File: src/rtl/hazard_pipeline_controller.sv
// Destination-tag shadow pipeline (EX/MEM/WB) that generates load-use stalls,
// branch flushes, operand-forwarding selects and the register-file write port.
module hazard_pipeline_controller #(
    parameter int REG_W = 5,
    parameter int CNT_W = 32
) (
    input  logic             clk,
    input  logic             reset,
    input  logic             id_valid,
    input  logic [REG_W-1:0] id_rs1,
    input  logic [REG_W-1:0] id_rs2,
    input  logic             id_use_rs1,
    input  logic             id_use_rs2,
    input  logic [REG_W-1:0] id_rd,
    input  logic             id_regwrite,
    input  logic             id_memread,
    input  logic             ex_branch_taken,
    input  logic             mem_wait,
    output logic             pc_stall,
    output logic             if_id_flush,
    output logic             id_ex_bubble,
    output logic             freeze,
    output logic [1:0]       fwd_a,
    output logic [1:0]       fwd_b,
    output logic [REG_W-1:0] wb_rd,
    output logic             wb_we,
    output logic [CNT_W-1:0] stall_count
);
    typedef enum logic {RUN, LOAD_STALL} state_t;

    typedef struct packed {
        logic             valid;
        logic [REG_W-1:0] rd;
        logic             regwrite;
        logic             memread;
    } tag_t;

    tag_t             ex_q, mem_q, wb_q, ex_d;
    state_t           state_q, state_d;
    logic [CNT_W-1:0] cnt_q, cnt_d;
    logic             post_rst_q;
    logic             quiet, wait_eff, branch_eff, load_use;
    logic             stall_c, flush_c, bubble_c, freeze_c;
    logic [1:0][1:0]       fwd_sel;
    logic [1:0][REG_W-1:0] rs;
    logic             unused_wb_memread;

    // Outputs stay silent in the reset cycle and the one right after it.
    assign quiet      = reset | post_rst_q;
    assign wait_eff   = mem_wait & ~post_rst_q;
    assign branch_eff = ex_branch_taken & ~post_rst_q;

    assign load_use = id_valid & ex_q.valid & ex_q.memread & ex_q.regwrite &
                      (ex_q.rd != '0) &
                      ((id_use_rs1 & (id_rs1 == ex_q.rd)) |
                       (id_use_rs2 & (id_rs2 == ex_q.rd)));

    always_comb begin
        stall_c  = 1'b0;
        flush_c  = 1'b0;
        bubble_c = 1'b0;
        freeze_c = 1'b0;
        state_d  = RUN;
        cnt_d    = cnt_q;
        if (wait_eff) begin
            freeze_c = 1'b1;
            state_d  = state_q;
        end else if (branch_eff) begin
            flush_c  = 1'b1;
            bubble_c = 1'b1;
        end else if (load_use) begin
            stall_c  = 1'b1;
            bubble_c = 1'b1;
            state_d  = LOAD_STALL;
            cnt_d    = cnt_q + CNT_W'(1);
        end
    end

    always_comb begin
        ex_d = '0;
        if (!bubble_c) begin
            ex_d.valid    = id_valid;
            ex_d.rd       = id_rd;
            ex_d.regwrite = id_regwrite;
            ex_d.memread  = id_memread;
        end
    end

    always_ff @(posedge clk) begin
        if (reset) begin
            ex_q       <= '0;
            mem_q      <= '0;
            wb_q       <= '0;
            state_q    <= RUN;
            cnt_q      <= '0;
            post_rst_q <= 1'b1;
        end else begin
            post_rst_q <= 1'b0;
            if (!wait_eff) begin
                ex_q  <= ex_d;
                mem_q <= ex_q;
                wb_q  <= mem_q;
            end
            state_q <= state_d;
            cnt_q   <= cnt_d;
        end
    end

    assign rs[0] = id_rs1;
    assign rs[1] = id_rs2;

    // A load still in EX cannot forward; the stall covers that case instead.
    for (genvar gi = 0; gi < 2; gi++) begin : g_fwd
        logic hit_ex, hit_mem, hit_wb;
        assign hit_ex  = ex_q.valid & ex_q.regwrite & (ex_q.rd != '0) &
                         (ex_q.rd == rs[gi]) & ~load_use;
        assign hit_mem = mem_q.valid & mem_q.regwrite & (mem_q.rd != '0) &
                         (mem_q.rd == rs[gi]);
        assign hit_wb  = wb_q.valid & wb_q.regwrite & (wb_q.rd != '0) &
                         (wb_q.rd == rs[gi]);
        assign fwd_sel[gi] = hit_ex  ? 2'b01 :
                             hit_mem ? 2'b10 :
                             hit_wb  ? 2'b11 : 2'b00;
    end

    assign pc_stall     = stall_c  & ~quiet;
    assign if_id_flush  = flush_c  & ~quiet;
    assign id_ex_bubble = bubble_c & ~quiet;
    assign freeze       = freeze_c & ~quiet;
    assign fwd_a        = quiet ? 2'b00 : fwd_sel[0];
    assign fwd_b        = quiet ? 2'b00 : fwd_sel[1];
    assign wb_we        = ~quiet & wb_q.valid & wb_q.regwrite & (wb_q.rd != '0);
    assign wb_rd        = quiet ? '0 : wb_q.rd;
    assign stall_count  = quiet ? '0 : cnt_q;

    assign unused_wb_memread = wb_q.memread;
endmodule

File: config.mk
export PLATFORM = sky130hd
export DESIGN_NAME = hazard_pipeline_controller
export DESIGN_NICKNAME = d
export VERILOG_FILES = /design/src/rtl/hazard_pipeline_controller.sv
export SDC_FILE = /design/constraint.sdc
export NUM_CORES = 1
export LEC_CHECK = 0
export CORE_MARGIN = 4
export CORE_UTILIZATION = 55
export CTS_CLUSTER_SIZE = 40
export DETAILED_ROUTE_END_ITERATION = 12
export HOLD_SLACK_MARGIN = 0.05
export PLACE_DENSITY = 0.86
export SLEW_MARGIN = 20
export SYNTH_ARGS = -nofsm -noshare
export SYNTH_HDL_FRONTEND = slang
export SYNTH_SLANG_ARGS = --single-unit
export TNS_END_PERCENT = 50
File: constraint.sdc
create_clock -name clk -period 4.3 [get_ports clk]
set_input_delay 0.43 -clock clk [delete_from_list [all_inputs] [get_ports clk]]
set_output_delay 0.43 -clock clk [all_outputs]
set_load 0.005 [all_outputs]
==> qor.csv <==
stage;metric;value;unit
timing;hold_viol_final;0;
worst_setup_path;endpoint_kind;output port;
placed_design;dpl.cell_count;516;
synthesis;syn_inst;391;
detailed_routing;drt_iter0_markers;204;
final_layout;drive_above_1_share;5.09;%
detailed_routing;vias_per_cell;5.97;
synthesis;yosysMostFrequentCell;dfxtp_1;
grt;overflow;0;
detailed_routing;ant_nets;0;
synthesis;ys_ff_latch;55;
synthesis;netlist_area;0.00315;mm²
floorplanning;num_rows;27;
grt;grt_max_degree;21;
floorplanning;start_util;56.8;%
synthesis;yosysTopAreaCellShare;35.0;%
placed_design;place_congestion;0.914;
timing;fmax;272;MHz
timing;setup_viol;0;
synthesis;synth_nets;416;
synthesis;synth.largest_area_cell;dfxtp_1;
synthesis;synth_seq_area_share;35.0;%
detailed_routing;vias;3130;
final_layout;fin_nets;476;
cts;cts_hold_buf;0;
synthesis;synth_common_cells;dfxtp_1, nand2_1, a21oi_1;
timing;slew_viol_final;0;
worst_hold_path;min_from;wb_q[1]$_SDFFE_PP0N_;
final_layout;fin_cells;524;
floorplanning;core;0.00554;mm²
cts;clock_path_buffers;2;
grt;grt_pass1_vias;2926;
cts;clockRootBuffer;clkbuf_8;
cts;post_cts_resized;0;
synthesis;ys_top_cells_by_area;dfxtp_1, xor2_1, and2_1, a21oi_1, nand2_1;
synthesis;yosys_warnings;0;
cts;numCtsBuffers;5;
floorplanning;die_h;83.6;µm
synthesis;synth.avg_cell_area;8.04;µm²
pwr;power_density;240;mW/mm²
timing;skew;14.5;ps
worst_setup_path;critPathMaxFanout;11;
grt;grt_pass1_wl;14.2;mm
detailed_routing;drc;0;
placed_design;place_ws;747;ps
placed_design;dpl.hpwl;6.18;mm
grt;grtUsageTotal;24.4;%
detailed_routing;routed_wl;8.45;mm
synthesis;synth-edff-count;0;
cts;cts_sinks;55;
timing;rsz0062_at_grt;false;
detailed_routing;routedWlPerCell;16.1;µm
detailed_routing;first_pass_iters;4;
worst_hold_path;min_path_type;reg2reg;
cts;postCtsSetupBuffers;0;
pwr;peakVddDrop;169;µV
timing;setup_slack;619;ps
synthesis;async_flop_share;0;%
cts;cts_tree;built;
cts;h-tree-depth;2;
worst_setup_path;arrival;3250;ps
cts;clock_latency;320;ps
outcome;status;finished, final reports clean;
final_layout;insertedDiodeCount;0;
timing;relSlewSlack;29.6;%
timing;fin_crit_sh;85.6;%
placed_design;port_buffers;69;
floorplanning;dieArea;0.00699;mm²
floorplanning;die_w;83.6;µm
final_layout;area_delta_synth_final;26.0;%
worst_setup_path;required;3870;ps
worst_setup_path;criticalPathCategory;in2out;
flow_run;timing.max_cap.violations;0;
pwr;p_leak;1.39;nW
worst_setup_path;rr_startpoint;cnt_q[3]$_SDFFE_PP0P_;
grt;antenna_found_initial;0;
floorplanning;ioPinCount;70;
worst_setup_path;start_kind;primary input;
synthesis;synth_ff_type;dfxtp_1;
timing;timing.setup.tns;0;ps
worst_setup_path;cp-startpoint;id_rs2[3];
cts;path_clk_slew;110;ps
timing;worstMarginPinSlew;1050;ps
synthesis;ys_types;46;
timing;period_minus_slack;3680;ps
-- cells by family (layout without fill, tap and decap cells) --
kind of cell / Yosys count / count (layout) / share of synthesized area, %
simple gates: 183 / 183 / 31.7
xor+xnor: 37 / 37 / 10.3
flops: 55 / 55 / 35.0
fa+ha+maj: 1 / 1 / 0.398
buf+inv: 28 / 89 / 4.18
compound gates: 83 / 83 / 17.0
mux: 4 / 4 / 1.39
-- stage by stage --
| stage | total power, W | hold WS [ps] | utilization (%) | instance area (µm²) |
|---|---|---|---|---|
| floorplan | 0.000596 | 432 | - | 3150 |
| global placement | 0.000640 | 443 | 69.6 | 3860 |
| detailed placement | 0.000643 | 455 | 69.6 | 3860 |
| CTS | 0.000953 | 471 | 71.5 | 3960 |
| global route | 0.000984 | 506 | 71.5 | 3960 |
| finish | 0.000951 | 473 | 71.5 | 3960 |
-- worst paths after layout --
| kind | to | slack [ps] | cells after the start |
|---|---|---|---|
| setup / recovery | id_ex_bubble | 620 | 7 |
| hold / removal | wb_q[1]$_SDFFE_PP0N_ | 470 | 2 |
| setup reg to reg | cnt_q[27]$_SDFFE_PP0P_ | 1410 | 6 |
| hold reg to reg | wb_q[1]$_SDFFE_PP0N_ | 470 | 2 |
-- routing by layer --
| metal | up-vias | routed length [µm] | global-route usage [%] |
|---|---|---|---|
| met4 | 0 | 118 | 6.73 |
| met3 | 11 | 545 | 4.05 |
| met2 | 122 | 4120 | 41.1 |
| met1 | 1484 | 3660 | 32.1 |
| met5 | - | 0 | 0 |
| li1 | 1513 | - | - |
-- flip-flops by register name, summed over array words and instances (netlist names) --
signal and cells:
mem_q 7, cnt_q 32, post_rst_q 1, wb_q 7, ex_q 8
-- cell usage in the layout (no fill, tap or decap), types with 8 or more instances in the layout --
| cell type | netlist | routed |
|---|---|---|
| or3_1 | 11 | 11 |
| and2_1 | 31 | 31 |
| xnor2_1 | 13 | 13 |
| xor2_1 | 24 | 24 |
| a22o_1 | 8 | 8 |
| o21ai_0 | 13 | 13 |
| nand2_1 | 41 | 41 |
| clkdlybuf4s50_1 | 0 | 69 |
| dfxtp_1 | 55 | 55 |
| o31ai_1 | 9 | 9 |
| nand4_1 | 10 | 10 |
| a21oi_1 | 36 | 36 |
| nand3_1 | 13 | 13 |
| or4_1 | 14 | 14 |
| nor2_1 | 31 | 31 |
-- cell type report --
cell class              count  area (µm²)
clock buffers               7        96.3
clock inverters             1        7.51
fillers                   468        1580
inverters                   7        26.3
multi-input cells         308        1910
flip-flops and latches     55        1100
well taps                  72        90.1
repair buffers             74         728
-- critical path: stages --
cell and delay, ps:
clkdlybuf4s50_1 500, xor2_1 180, nor3_1 280, and3_1 490
o21ai_1 180, a2111oi_0 590, clkdlybuf4s50_1 610
-- where the power goes --
group / switching, W / leakage, nW / internal [W]
clock: 0.000171 / 0.0505 / 0.000147
sequential: 0.0000141 / 0.446 / 0.000518
combinational: 0.0000536 / 0.893 / 0.0000469
total: 0.000239 / 1.39 / 0.000712
Note: power is estimated with default switching activity, not from simulation.
